### src/rtl/adder_measure_sequencer.sv
// Initiator sequencer for the instrumented adder: loads operands, times the ring-run window,
// samples sum/count, checks sum against A+B and returns a response. Optional: SEQ_ERRCNT_EN.
module adder_measure_sequencer #(
  parameter int WIDTH      = 32,
  parameter int WIN_W      = 16,
  parameter int SETTLE_CYC = 4,
  parameter int DRAIN_CYC  = 2
) (
  input  logic             wb_clk_i,
  input  logic             wb_rst_i,
  input  logic             cmd_valid,
  output logic             cmd_ready,
  input  logic [WIDTH-1:0] cmd_a,
  input  logic [WIDTH-1:0] cmd_b,
  input  logic [WIN_W-1:0] cmd_window,
  output logic [WIDTH-1:0] add_a,
  output logic [WIDTH-1:0] add_b,
  output logic             add_run,
  output logic             add_clr,
  input  logic [WIDTH-1:0] add_sum,
  input  logic [WIDTH-1:0] add_count,
  output logic             rsp_valid,
  input  logic             rsp_ready,
  output logic [WIDTH-1:0] rsp_sum,
  output logic [WIDTH-1:0] rsp_count,
  output logic             rsp_error,
  output logic [15:0]      err_count
);

  localparam int PH_MAX = (SETTLE_CYC > DRAIN_CYC) ? SETTLE_CYC : DRAIN_CYC;
  localparam int PH_W   = $clog2(PH_MAX + 1);
  localparam int CNT_W  = (WIN_W > PH_W) ? WIN_W : PH_W;

  typedef enum logic [2:0] {
    S_IDLE,
    S_LOAD,
    S_RUN,
    S_DRAIN,
    S_RESP
  } state_t;

  state_t           state;
  state_t           state_nxt;
  logic [CNT_W-1:0] cnt;
  logic [WIN_W-1:0] window_q;
  logic [WIDTH-1:0] exp_sum;
  logic             cnt_last;
  logic             accept;
  logic             capture;
  logic             mismatch;

  assign cnt_last = (cnt == '0);
  assign accept   = cmd_valid && cmd_ready;
  assign capture  = (state == S_DRAIN) && cnt_last;
  // Carry-out falls away because exp_sum is only WIDTH bits wide.
  assign exp_sum  = add_a + add_b;
  assign mismatch = (add_sum != exp_sum);

  // NOTE: sequential state uses non-blocking assignments so every register samples
  // pre-edge values regardless of the order the simulator evaluates processes.
  always_ff @(posedge wb_clk_i) begin
    if (wb_rst_i) state <= S_IDLE;
    else          state <= state_nxt;
  end

  // NOTE: every signal driven here gets a default first; a path that skips an
  // assignment would otherwise infer a latch.
  always_comb begin
    state_nxt = state;
    cmd_ready = 1'b0;
    add_run   = 1'b0;
    rsp_valid = 1'b0;
    unique case (state)
      S_IDLE: begin
        cmd_ready = 1'b1;
        if (cmd_valid) state_nxt = S_LOAD;
      end
      S_LOAD: begin
        if (cnt_last) state_nxt = (window_q == '0) ? S_DRAIN : S_RUN;
      end
      S_RUN: begin
        add_run = 1'b1;
        if (cnt_last) state_nxt = S_DRAIN;
      end
      S_DRAIN: begin
        if (cnt_last) state_nxt = S_RESP;
      end
      S_RESP: begin
        rsp_valid = 1'b1;
        if (rsp_ready) state_nxt = S_IDLE;
      end
      default: state_nxt = S_IDLE;
    endcase
  end

  // Phase down-counter: reloaded on each state entry, phase ends when it reaches zero.
  // LOAD spans the clear cycle plus SETTLE_CYC settle cycles.
  always_ff @(posedge wb_clk_i) begin
    if (wb_rst_i) begin
      cnt <= '0;
    end else if (state_nxt != state) begin
      unique case (state_nxt)
        S_LOAD:  cnt <= CNT_W'(SETTLE_CYC);
        S_RUN:   cnt <= CNT_W'(window_q) - CNT_W'(1);
        S_DRAIN: cnt <= CNT_W'(DRAIN_CYC - 1);
        default: cnt <= '0;
      endcase
    end else if (!cnt_last) begin
      cnt <= cnt - CNT_W'(1);
    end
  end

  always_ff @(posedge wb_clk_i) begin
    if (wb_rst_i) begin
      add_a     <= '0;
      add_b     <= '0;
      window_q  <= '0;
      add_clr   <= 1'b0;
      rsp_sum   <= '0;
      rsp_count <= '0;
      rsp_error <= 1'b0;
    end else begin
      add_clr <= accept;
      if (accept) begin
        add_a    <= cmd_a;
        add_b    <= cmd_b;
        window_q <= cmd_window;
      end
      if (capture) begin
        rsp_sum   <= add_sum;
        rsp_count <= add_count;
        rsp_error <= mismatch;
      end
    end
  end

`ifdef SEQ_ERRCNT_EN
  always_ff @(posedge wb_clk_i) begin
    if (wb_rst_i) begin
      err_count <= '0;
    end else if (capture && mismatch && (err_count != 16'hFFFF)) begin
      err_count <= err_count + 16'd1;
    end
  end
`else
  assign err_count = '0;
`endif

endmodule

### config.mk
export PLATFORM = sky130hd
export DESIGN_NAME = adder_measure_sequencer
export DESIGN_NICKNAME = d
export VERILOG_FILES = /design/src/rtl/adder_measure_sequencer.sv
export SDC_FILE = /design/constraint.sdc
export NUM_CORES = 1
export LEC_CHECK = 0
export CAP_MARGIN = 20
export CELL_PAD_IN_SITES_DETAIL_PLACEMENT = 1
export CELL_PAD_IN_SITES_GLOBAL_PLACEMENT = 1
export CORE_MARGIN = 2
export CORE_UTILIZATION = 33
export DETAILED_ROUTE_END_ITERATION = 10
export PLACE_DENSITY = 0.92
export SETUP_SLACK_MARGIN = 0.5
export SLEW_MARGIN = 20
export SYNTH_ARGS = -nofsm -noshare
export SYNTH_HDL_FRONTEND = slang
export SYNTH_SLANG_ARGS = --single-unit
export TNS_END_PERCENT = 10
### constraint.sdc
create_clock -name wb_clk_i -period 3.9 [get_ports wb_clk_i]
set_clock_uncertainty 0.1 [all_clocks]
set_input_delay 0.78 -clock wb_clk_i [delete_from_list [all_inputs] [get_ports wb_clk_i]]
set_output_delay 0.78 -clock wb_clk_i [all_outputs]
set_load 0.1 [all_outputs]
==> out/results.tsv, run 1 <==
metric	value	unit
die_x	168	um
status	finished, final reports clean	
slew_violations	0	
drive_gt1_frac	0.0498	
hold_path_end	rsp_count[23]	
min_period	3.19	ns
whs	0.355	ns
drc_errors	0	
syn_area	8860	um^2
yosysWarningCount	0	
antenna_cells	0	
synth_adder_area_share	0.0488	
worst_pin_slew	1.08	ns
rsz0062_at_grt	no	
synth-async-reset-ratio	0	
hold_class	flop to flop	
placed_cell_area	11900	um^2
die_area	28200	um^2
leakagePower	4.54	nW
antenna_found_initial	0	
clockBufferDepth	2	
drt-total-wl	35200	um
critPathMaxFanout	4	
cts_setup_buffers	0	
crit_arrival	3.40	ns
yosysTopAreaCellShare	0.373	
die_h	168	um
relSlewSlack	0.275	
portBuffers	280	
end_kind	flop	
clk_pin_slew	0.08	ns
reg2reg_depth	12	
fin_tns_setup	0	ns
crit_type	flop to flop	
clk_root_buffer_cell	clkbuf_16	
drt_iter0_drc	534	
drv_cap	0	
wl_per_cell	19.8	um
ys_seq_area_frac	0.373	
start_util	0.338	
synth-edff-count	0	
vias_per_cell	5.43	
syn_to_final_growth	41.6	%
critical_path.reg2reg.endpoint	rsp_error	
clk_latency	0.44	ns
core	26200	um^2
io-pin-count	297	
antenna_left	0	
overflow	0	
whs_path_depth	2	
startpoint	add_a[0]	
ff2ff_setup_slack	0.71	ns
synthTopCellsByArea	dfxtp_1, nand2_1, a21oi_1, ha_1, xnor2_1	
nFillCells	3137	
synthXorXnorAreaFrac	0.0632	
grt_max_degree	81	
setup_violations	0	
yosys.area_share.simple	0.255	
path_cells	ha_1 -> fa_1 -> a21o_1 -> a221oi_1 -> buf_4 -> o22a_1 -> a211oi_2 -> a31oi_1 -> mux2i_1 -> o2111ai_1 -> nor4_2 -> nor3_1	
globalplace.congestion	0.925	
max_freq	314	MHz
synthFlopType	dfxtp_1	
grt_pass1_vias	10200	
syn_area_per_cell	7.45	um^2
numCtsBuffers	17	
synth-compound-area-share	0.207	
r2r_start	add_a[0]	
synth_top_family_by_area	simple AND/OR/NAND/NOR gates	
yosysTopAreaCell	dfxtp_1	
synthMuxAreaShare	0.00565	
cts_num_sinks	165	
grt.total_usage	0.247	
synth_cell_types	64	
worst_ep_required_time	4.11	ns
final_nets	1614	
ir_worst_vdd	0.000258	V
cts_tree	yes	
pwr_density_cell	613	nW/um^2
syn_inst	1190	
final_area	12600	um^2
holdCritStartpoint	rsp_count[23]	
grt_pass1_wl	55300	um
period_share	0.818	
rows	59	
ys_ff_latch	165	
dp_hpwl	26200	um
cp_slowest_cell	fa_1	
dr.pass1.iters	5	
critPathLaunchType	flop	
hold_viol_final	0	
h-tree-depth	4	
num_vias	9657	
cpPeakStageDelay	0.42	ns
layout make-up:
| cell class | instances | area (um^2) | area share |
|---|---|---|---|
| Multi-Input combinational cell | 947 | 5280 | 0.420 |
| Sequential cell | 165 | 3300 | 0.263 |
| Timing Repair Buffer | 293 | 2920 | 0.233 |
| Clock buffer | 17 | 425 | 0.0339 |
| Tap cell | 335 | 419 | 0.0334 |
| Clock inverter | 15 | 178 | 0.0142 |
| Inverter | 8 | 30.0 | 0.00239 |
cells in the mapped netlist, types with 5 or more instances:
master and n:
o21ai_1 5, a211oi_1 7, o211ai_1 8, buf_1 5, or4_1 8, o21a_1 9, inv_1 8, xnor2_1 36
ha_1 33, nand2b_1 8, a31oi_1 7, or3_1 9, and2_1 6, o31ai_1 7, a21oi_1 190, mux2i_1 5
nor2_1 59, nor3_1 23, a21o_1 7, clkbuf_1 60, nand3_1 11, nand4_1 16, nor4_1 17, and3_1 8
o21ai_0 24, buf_4 17, xor2_1 28, nand2_1 331, o22ai_1 6, dfxtp_1 165
placed cells by master, fill, tap and decap left out, types with 5 or more instances in the layout:
| cell type | instances |
|---|---|
| nor3_1 | 21 |
| o211ai_1 | 8 |
| nand2b_1 | 8 |
| nor4_1 | 16 |
| o31ai_1 | 7 |
| inv_1 | 8 |
| clkbuf_16 | 17 |
| a21oi_1 | 189 |
| or3_1 | 9 |
| and3_1 | 8 |
| or4_1 | 8 |
| nand3_1 | 10 |
| o22ai_1 | 5 |
| o21ai_0 | 23 |
| dfxtp_1 | 165 |
| inv_8 | 6 |
| mux2i_1 | 5 |
| clkdlybuf4s50_1 | 274 |
| o21ai_1 | 5 |
| xor2_1 | 28 |
| ha_1 | 33 |
| a21o_1 | 7 |
| o21a_1 | 9 |
| and2_1 | 5 |
| xnor2_1 | 36 |
| a31oi_1 | 7 |
| nor2_1 | 58 |
| conb_1 | 16 |
| nand4_1 | 16 |
| nand2_1 | 330 |
| buf_4 | 16 |
repair_timing:
action                                  in CTS  in global routing
hold endpoints to repair                     0                  0
endpoints found under the setup margin       0                  1
gates resized for setup                      0                 11
hold buffers                                 0                  0
worst max-delay path by stage:
| stage | end | slack (ns) |
|---|---|---|
| after floorplan | rsp_error | 0.40 |
| after global placement | rsp_error | 0.40 |
| after detailed placement | rsp_error | 0.36 |
| after CTS | rsp_error | 0.51 |
| after global routing | rsp_error | 0.51 |
| final | rsp_error | 0.71 |
cell families (layout without fill, tap and decap cells):
family	Yosys count	after routing
adder cells (fa/ha/maj)	34	34
other	1	16
buffers and inverters	93	333
flip-flops	165	165
AO/OA/AOI/OAI	313	313
XOR/XNOR	64	64
AND/OR/NAND/NOR	515	515
multiplexers	5	5
routing by layer:
layer / share of wire / wire length, um / track usage / vias up
met2: 0.50 / 17500 / 0.439 / 337
met3: 0.068 / 2390 / 0.0663 / 63
met5: 0 / 0 / 0 / -
met4: 0.028 / 1000 / 0.0847 / 0
li1: - / - / - / 4588
met1: 0.41 / 14300 / 0.285 / 4669
power by group:
group	switching [mW]	internal [mW]	leakage, nW
Clock	0.866	0.923	0.295
Combinational	2.57	1.20	2.90
Sequential	0.228	1.91	1.34
Total	3.67	4.03	4.54
through the flow:
stage,instances,setup slack (ns),power [mW],util
2_1_floorplan,1205,0.397,4.88,-
3_3_place_gp,1748,0.404,5.79,0.454
3_5_place_dp,1748,0.361,5.89,0.454
4_1_cts,1780,0.512,7.72,0.477
5_1_grt,1780,0.507,8.11,0.479
6_report,1780,0.711,7.69,0.479
sequential cells by signal, summed over array words and instances, names as in the netlist:
register,cells
rsp_count,32
add_b,32
add_clr,1
rsp_error,1
add_a,32
rsp_sum,32
cnt,16
state,3
window_q,16
worst max-delay path, delay by kind of cell (launching register included):
kind / cells / cell delay (ns)
mux: 1 / 0.22
fa+ha+maj: 2 / 0.66
simple gates: 2 / 0.23
flops: 1 / 0.34
compound gates: 6 / 1.33
buf+inv: 1 / 0.19
Note: power is estimated with default switching activity, not from simulation.
==> run 2, diff against run 1 <==
==> constraint.sdc (replaced) <==
create_clock -name wb_clk_i -period 3.23 [get_ports wb_clk_i]
set_clock_uncertainty 0.1 [all_clocks]
set_input_delay 0.646 -clock wb_clk_i [delete_from_list [all_inputs] [get_ports wb_clk_i]]
set_output_delay 0.646 -clock wb_clk_i [all_outputs]
set_load 0.1 [all_outputs]
==> run 2 against run 1 <==
  * Die area stayed put
  * Global-route usage is 0.42 points lower
  * Critical path depth decreased by 3
  * First-iteration DRC count is 7.1% lower
  * Combinational power up 26%
  * Clock power increased by 17%
  * Register-to-register slack worse by 0.53 ns
  * Power increased by 23%
  * Fmax increased by 4.4%
  * Utilization grew 0.19 points
  * Sequential share of layout area down 0.075 points
==> out/results.tsv, run 2 (same netlist as run 1, synthesis figures left out) <==
metric	value	unit	change
grt_pass1_vias	10300		was 10200
pwr_density_cell	749	nW/um^2	was 613 nW/um^2
ff2ff_setup_slack	0.18	ns	was 0.71 ns
overflow	0		unchanged
reg2reg_depth	9		was 12
placed_cell_area	11800	um^2	was 11900 um^2
ir_worst_vdd	0.000362	V	was 0.000258 V
io-pin-count	297		unchanged
crit_family	compound AO/OA/AOI/OAI gates		unchanged
critical_path.reg2reg.endpoint	rsp_error		unchanged
grt.total_usage	0.242		was 0.247
drt-total-wl	35300	um	was 35200 um
antenna_left	0		unchanged
rows	59		unchanged
dp_hpwl	26600	um	was 26200 um
layout_common_cells	nand2_1, a21oi_1, buf_4		was nand2_1, clkdlybuf4s50_1, a21oi_1
syn_to_final_growth	42.2	%	was 41.6%
start_util	0.338		unchanged
clockBufferDepth	2		unchanged
grt_pass1_wl	54600	um	was 55300 um
die_h	168	um	unchanged
grt_max_degree	66		was 81
die_area	28200	um^2	unchanged
drc_errors	0		unchanged
crit_buf_inv	0		was 1
r2r_start	add_a[20]		was add_a[0]
cpPeakStageDelay	0.53	ns	was 0.42 ns
wl_per_cell	19.4	um	was 19.8 um
status	finished, final reports clean		unchanged
antenna_found_initial	0		unchanged
worst_pin_slew	0.781	ns	was 1.08 ns
crit_type	flop to flop		unchanged
seqCellArea	3310	um^2	was 3300 um^2
leakagePower	4.98	nW	was 4.54 nW
h-tree-depth	4		unchanged
final_common_cell	nand2_1		unchanged
path_cells	ha_1 -> nand2_1 -> o21ai_1 -> nor4_1 -> a221o_1 -> a22oi_1 -> nand4b_1 -> nor4_2 -> nor3_1		was ha_1 -> fa_1 -> a21o_1 -> a221oi_1 -> buf_4 -> o22a_1 -> a211oi_2 -> a31oi_1 -> mux2i_1 -> o2111ai_1 -> nor4_2 -> nor3_1
dr.pass1.iters	5		unchanged
drv_cap	0		unchanged
cp_num_cells	9		was 12
cts_num_sinks	165		unchanged
drt_iter0_drc	496		was 534
clk_root_buffer_cell	clkbuf_16		unchanged
final_nets	1650		was 1614
end_kind	flop		unchanged
crit_arrival	3.27	ns	was 3.40 ns
drive_gt1_frac	0.172		was 0.0498
clk_pin_slew	0.08	ns	about the same
relSlewSlack	0.479		was 0.275
nFillCells	3187		was 3137
portBuffers	280		unchanged
globalplace.congestion	0.904		was 0.925
antenna_cells	0		unchanged
worst_ep_required_time	3.45	ns	was 4.11 ns
final_area	12600	um^2	about the same
startpoint	add_a[20]		was add_a[0]
fin_util	0.481		was 0.479
max_freq	327	MHz	was 314 MHz
hold_viol_final	0		unchanged
cp_slowest_cell	o21ai_1		was fa_1
period_share	0.946		was 0.818
setup_violations	0		unchanged
cts_tree	yes		unchanged
rsz0062_at_grt	yes		was no
num_vias	9804		was 9657
critPathLaunchType	flop		unchanged
clk_latency	0.44	ns	about the same
min_period	3.05	ns	was 3.19 ns
vias_per_cell	5.40		was 5.43
hold_class	flop to flop		unchanged
slew_violations	0		unchanged
critPathMaxFanout	11		was 4
crit_path_end	rsp_error		unchanged
die_x	168	um	unchanged
numCtsBuffers	17		unchanged
core	26200	um^2	unchanged
multi_input_area	5360	um^2	was 5280 um^2
whs_path_depth	2		unchanged
-- run 2: cell count changes in the layout (fill, tap and decap cells not counted), sizes merged --
cell	previous run	this run
clkdlybuf4s50	274	146
inv	17	15
buf	19	183
bufinv	1	0
clkinvlp	1	0
clkinv	4	8
-- run 2: layout make-up --
class / instances / share of cell area
Clock buffer: 17 / 0.0338
Clock inverter: 15 / 0.0141
Inverter: 8 / 0.00238
Multi-Input combinational cell: 947 / 0.425
Sequential cell: 165 / 0.262
Tap cell: 335 / 0.0333
Timing Repair Buffer: 329 / 0.229
-- run 2: timing repair --
| action | 4_1_cts | 5_1_grt |
|---|---|---|
| setup endpoints to repair | 13 | 20 |
| buffers inserted | 0 | 3 |
| gates cloned | 0 | 0 |
| pin swaps | 5 | 16 |
| hold buffers | 0 | 0 |
| endpoints found under the hold margin | 0 | 0 |
| resized for setup | 11 | 23 |
-- run 2: worst min-delay path by stage --
stage | from | end | slack (ns)
final | rsp_sum[26] | rsp_sum[26] | 0.36
after global routing | rsp_count[29] | rsp_count[29] | 0.38
after CTS | rsp_count[25] | rsp_count[25] | 0.36
after detailed placement | rsp_sum[11] | rsp_sum[11] | 0.35
after global placement | rsp_count[5] | rsp_count[5] | 0.34
after floorplan | window_q[0] | window_q[0] | 0.34
-- run 2: layer usage --
metal | GRT usage | wire, um
met1 | 0.277 | 14300
met2 | 0.445 | 18100
met3 | 0.0534 | 2050
met4 | 0.0836 | 850
met5 | 0 | 0
-- run 2: power breakdown --
| part | switching, mW | internal (mW) | total, mW |
|---|---|---|---|
| registers | 0.280 | 2.30 | 2.58 |
| clock network | 1.04 | 1.05 | 2.09 |
| logic | 3.20 | 1.56 | 4.76 |
-- run 2: worst min-delay path: stages, from the launching register on --
cell,delay (ns)
dfxtp_1,0.32
nand2_1,0.05
a21oi_1,0.05
-- run 2: metrics by stage --
| stage | setup TNS, ns | hold slack [ns] | power (mW) | worst slack [ns] | cells |
|---|---|---|---|---|---|
| after detailed placement | -0.145 | 0.350 | 7.22 | -0.145 | 1781 |
| after global placement | -0.104 | 0.338 | 7.08 | -0.104 | 1781 |
| after floorplan | -0.273 | 0.345 | 5.89 | -0.273 | 1205 |
| after global routing | 0 | 0.376 | 9.97 | 0.0183 | 1816 |
| final | 0 | 0.356 | 9.44 | 0.176 | 1816 |
| after CTS | 0 | 0.362 | 9.36 | 0.176 | 1813 |
==> run 3, diff against run 2 <==
--- a/config.mk
+++ b/config.mk
@@ -11,10 +11,9 @@
 export CORE_MARGIN = 2
 export CORE_UTILIZATION = 33
 export DETAILED_ROUTE_END_ITERATION = 10
-export PLACE_DENSITY = 0.92
+export PLACE_DENSITY_LB_ADDON = 0.1
 export SETUP_SLACK_MARGIN = 0.5
 export SLEW_MARGIN = 20
 export SYNTH_ARGS = -nofsm -noshare
 export SYNTH_HDL_FRONTEND = slang
 export SYNTH_SLANG_ARGS = --single-unit
-export TNS_END_PERCENT = 10
==> run 3 against run 2 <==
  * Combinational power grew 5.5%
  * Cell count grew 1.4%
  * Via count shrank 2.2%
  * Sequential share of layout area grew 0.066 points
  * Largest cell class unchanged
==> out/results.tsv, run 3 (same netlist as run 1, synthesis figures left out) <==
metric	value	unit	change
status	finished, final reports clean		unchanged
core	26200	um^2	unchanged
cts_num_sinks	165		unchanged
grt_pass1_vias	9893		was 10300
relSlewSlack	0.432		was 0.479
overflow	0		unchanged
grt_max_degree	91		was 66
clk_root_buffer_cell	clkbuf_16		unchanged
die_area	28200	um^2	unchanged
worst_pin_slew	0.851	ns	was 0.781 ns
crit_arrival	3.24	ns	was 3.27 ns
final_area	13200	um^2	was 12600 um^2
syn_to_final_growth	48.5	%	was 42.2%
die_h	168	um	unchanged
num_vias	9592		was 9804
fin_util	0.502		was 0.481
max_freq	330	MHz	was 327 MHz
nFillCells	3159		was 3187
critPathLaunchType	flop		unchanged
h-tree-depth	4		unchanged
pwr_density_cell	737	nW/um^2	was 749 nW/um^2
rsz0062_at_grt	yes		unchanged
critPathMaxFanout	3		was 11
period_share	0.939		was 0.946
cpPeakStageDelay	0.37	ns	was 0.53 ns
start_util	0.338		unchanged
ff2ff_setup_slack	0.20	ns	was 0.18 ns
final_common_cell	nand2_1		unchanged
hold_class	flop to flop		unchanged
worst_ep_required_time	3.43	ns	was 3.45 ns
clockBufferDepth	2		unchanged
drt-total-wl	34900	um	was 35300 um
slew_violations	0		unchanged
dp_cells	1789		was 1781
antenna_found_initial	1		was 0
hold_viol_final	0		unchanged
crit_family	simple AND/OR/NAND/NOR gates		was compound AO/OA/AOI/OAI gates
dp_hpwl	25900	um	was 26600 um
placed_cell_area	12100	um^2	was 11800 um^2
io-pin-count	297		unchanged
drc_errors	0		unchanged
vias_per_cell	5.21		was 5.40
finalNonFillerCells	1842		was 1816
globalplace.congestion	0.867		was 0.904
clk_pin_slew	0.08	ns	about the same
grt.total_usage	0.240		was 0.242
final_nets	1675		was 1650
drv_cap	0		unchanged
clk_latency	0.45	ns	was 0.44 ns
drive_gt1_frac	0.247		was 0.172
crit_buf_inv	0		unchanged
end_kind	flop		unchanged
path_cells	ha_4 -> fa_2 -> a21o_4 -> a221o_1 -> and3_1 -> a221o_1 -> nor4_2 -> nand4_1 -> nor4_2 -> nor3_1		was ha_1 -> nand2_1 -> o21ai_1 -> nor4_1 -> a221o_1 -> a22oi_1 -> nand4b_1 -> nor4_2 -> nor3_1
numCtsBuffers	17		unchanged
grt_pass1_wl	53900	um	was 54600 um
drt_iter0_drc	377		was 496
cts_tree	yes		unchanged
rows	59		unchanged
whs	0.354	ns	was 0.356 ns
setup_violations	0		unchanged
antenna_left	0		unchanged
layout_common_cells	nand2_1, buf_4, a21oi_1		was nand2_1, a21oi_1, buf_4
ir_worst_vdd	0.000367	V	was 0.000362 V
leakagePower	5.16	nW	was 4.98 nW
cp_slowest_cell	fa_2		was o21ai_1
hold_buffers	0		unchanged
portBuffers	280		unchanged
power	9.70	mW	was 9.44 mW
min_period	3.03	ns	was 3.05 ns
wl_per_cell	19.0	um	was 19.4 um
dr.pass1.iters	5		unchanged
crit_type	flop to flop		unchanged
die_x	168	um	unchanged
run 3: area by class of cell:
class,instances,area (um^2),share of cell area
clock inverters,15,161,0.0123
clock buffers,17,425,0.0323
well taps,335,419,0.0318
repair buffers,354,3100,0.236
inverters,8,30.0,0.00228
diodes,1,2.50,0.000190
flip-flops and latches,165,3460,0.263
multi-input cells,947,5560,0.422
run 3: path summary, 6_finish.rpt:
path | cells after the start | to | start
worst max register to register | 10 | rsp_error | add_a[0]
worst min-delay path | 2 | rsp_count[24] | rsp_count[24]
worst min register to register | 2 | rsp_count[24] | rsp_count[24]
worst max-delay path | 10 | rsp_error | add_a[0]
run 3: power by group:
part           switching, mW  internal, mW
Combinational           3.25          1.76
Clock                   1.04          1.04
Sequential             0.276          2.34
Total                   4.56          5.14
run 3: what timing repair did:
action,in CTS,in global routing
gates resized for setup,15,59
endpoints found under the setup margin,17,21
setup buffers,3,17
pin swaps,3,32
run 3: stage by stage:
stage | TNS (ns) | setup WS (ns)
after floorplan | 0 | 0.324
after global placement | -0.147 | -0.147
after detailed placement | -0.179 | -0.179
after CTS | 0 | 0.150
after global routing | 0 | 0.0241
final | 0 | 0.196
run 3: tightest hold or removal path: cells and delay by family, from the launching register on:
kind | cells | cell delay (ns)
flip-flops | 1 | 0.31
AND/OR/NAND/NOR | 1 | 0.05
AO/OA/AOI/OAI | 1 | 0.05
run 3: routing by layer:
layer | share of wire | track usage
met1 | 0.41 | 0.277
met2 | 0.51 | 0.440
met3 | 0.055 | 0.0567
met4 | 0.019 | 0.0722
met5 | 0.00046 | 0
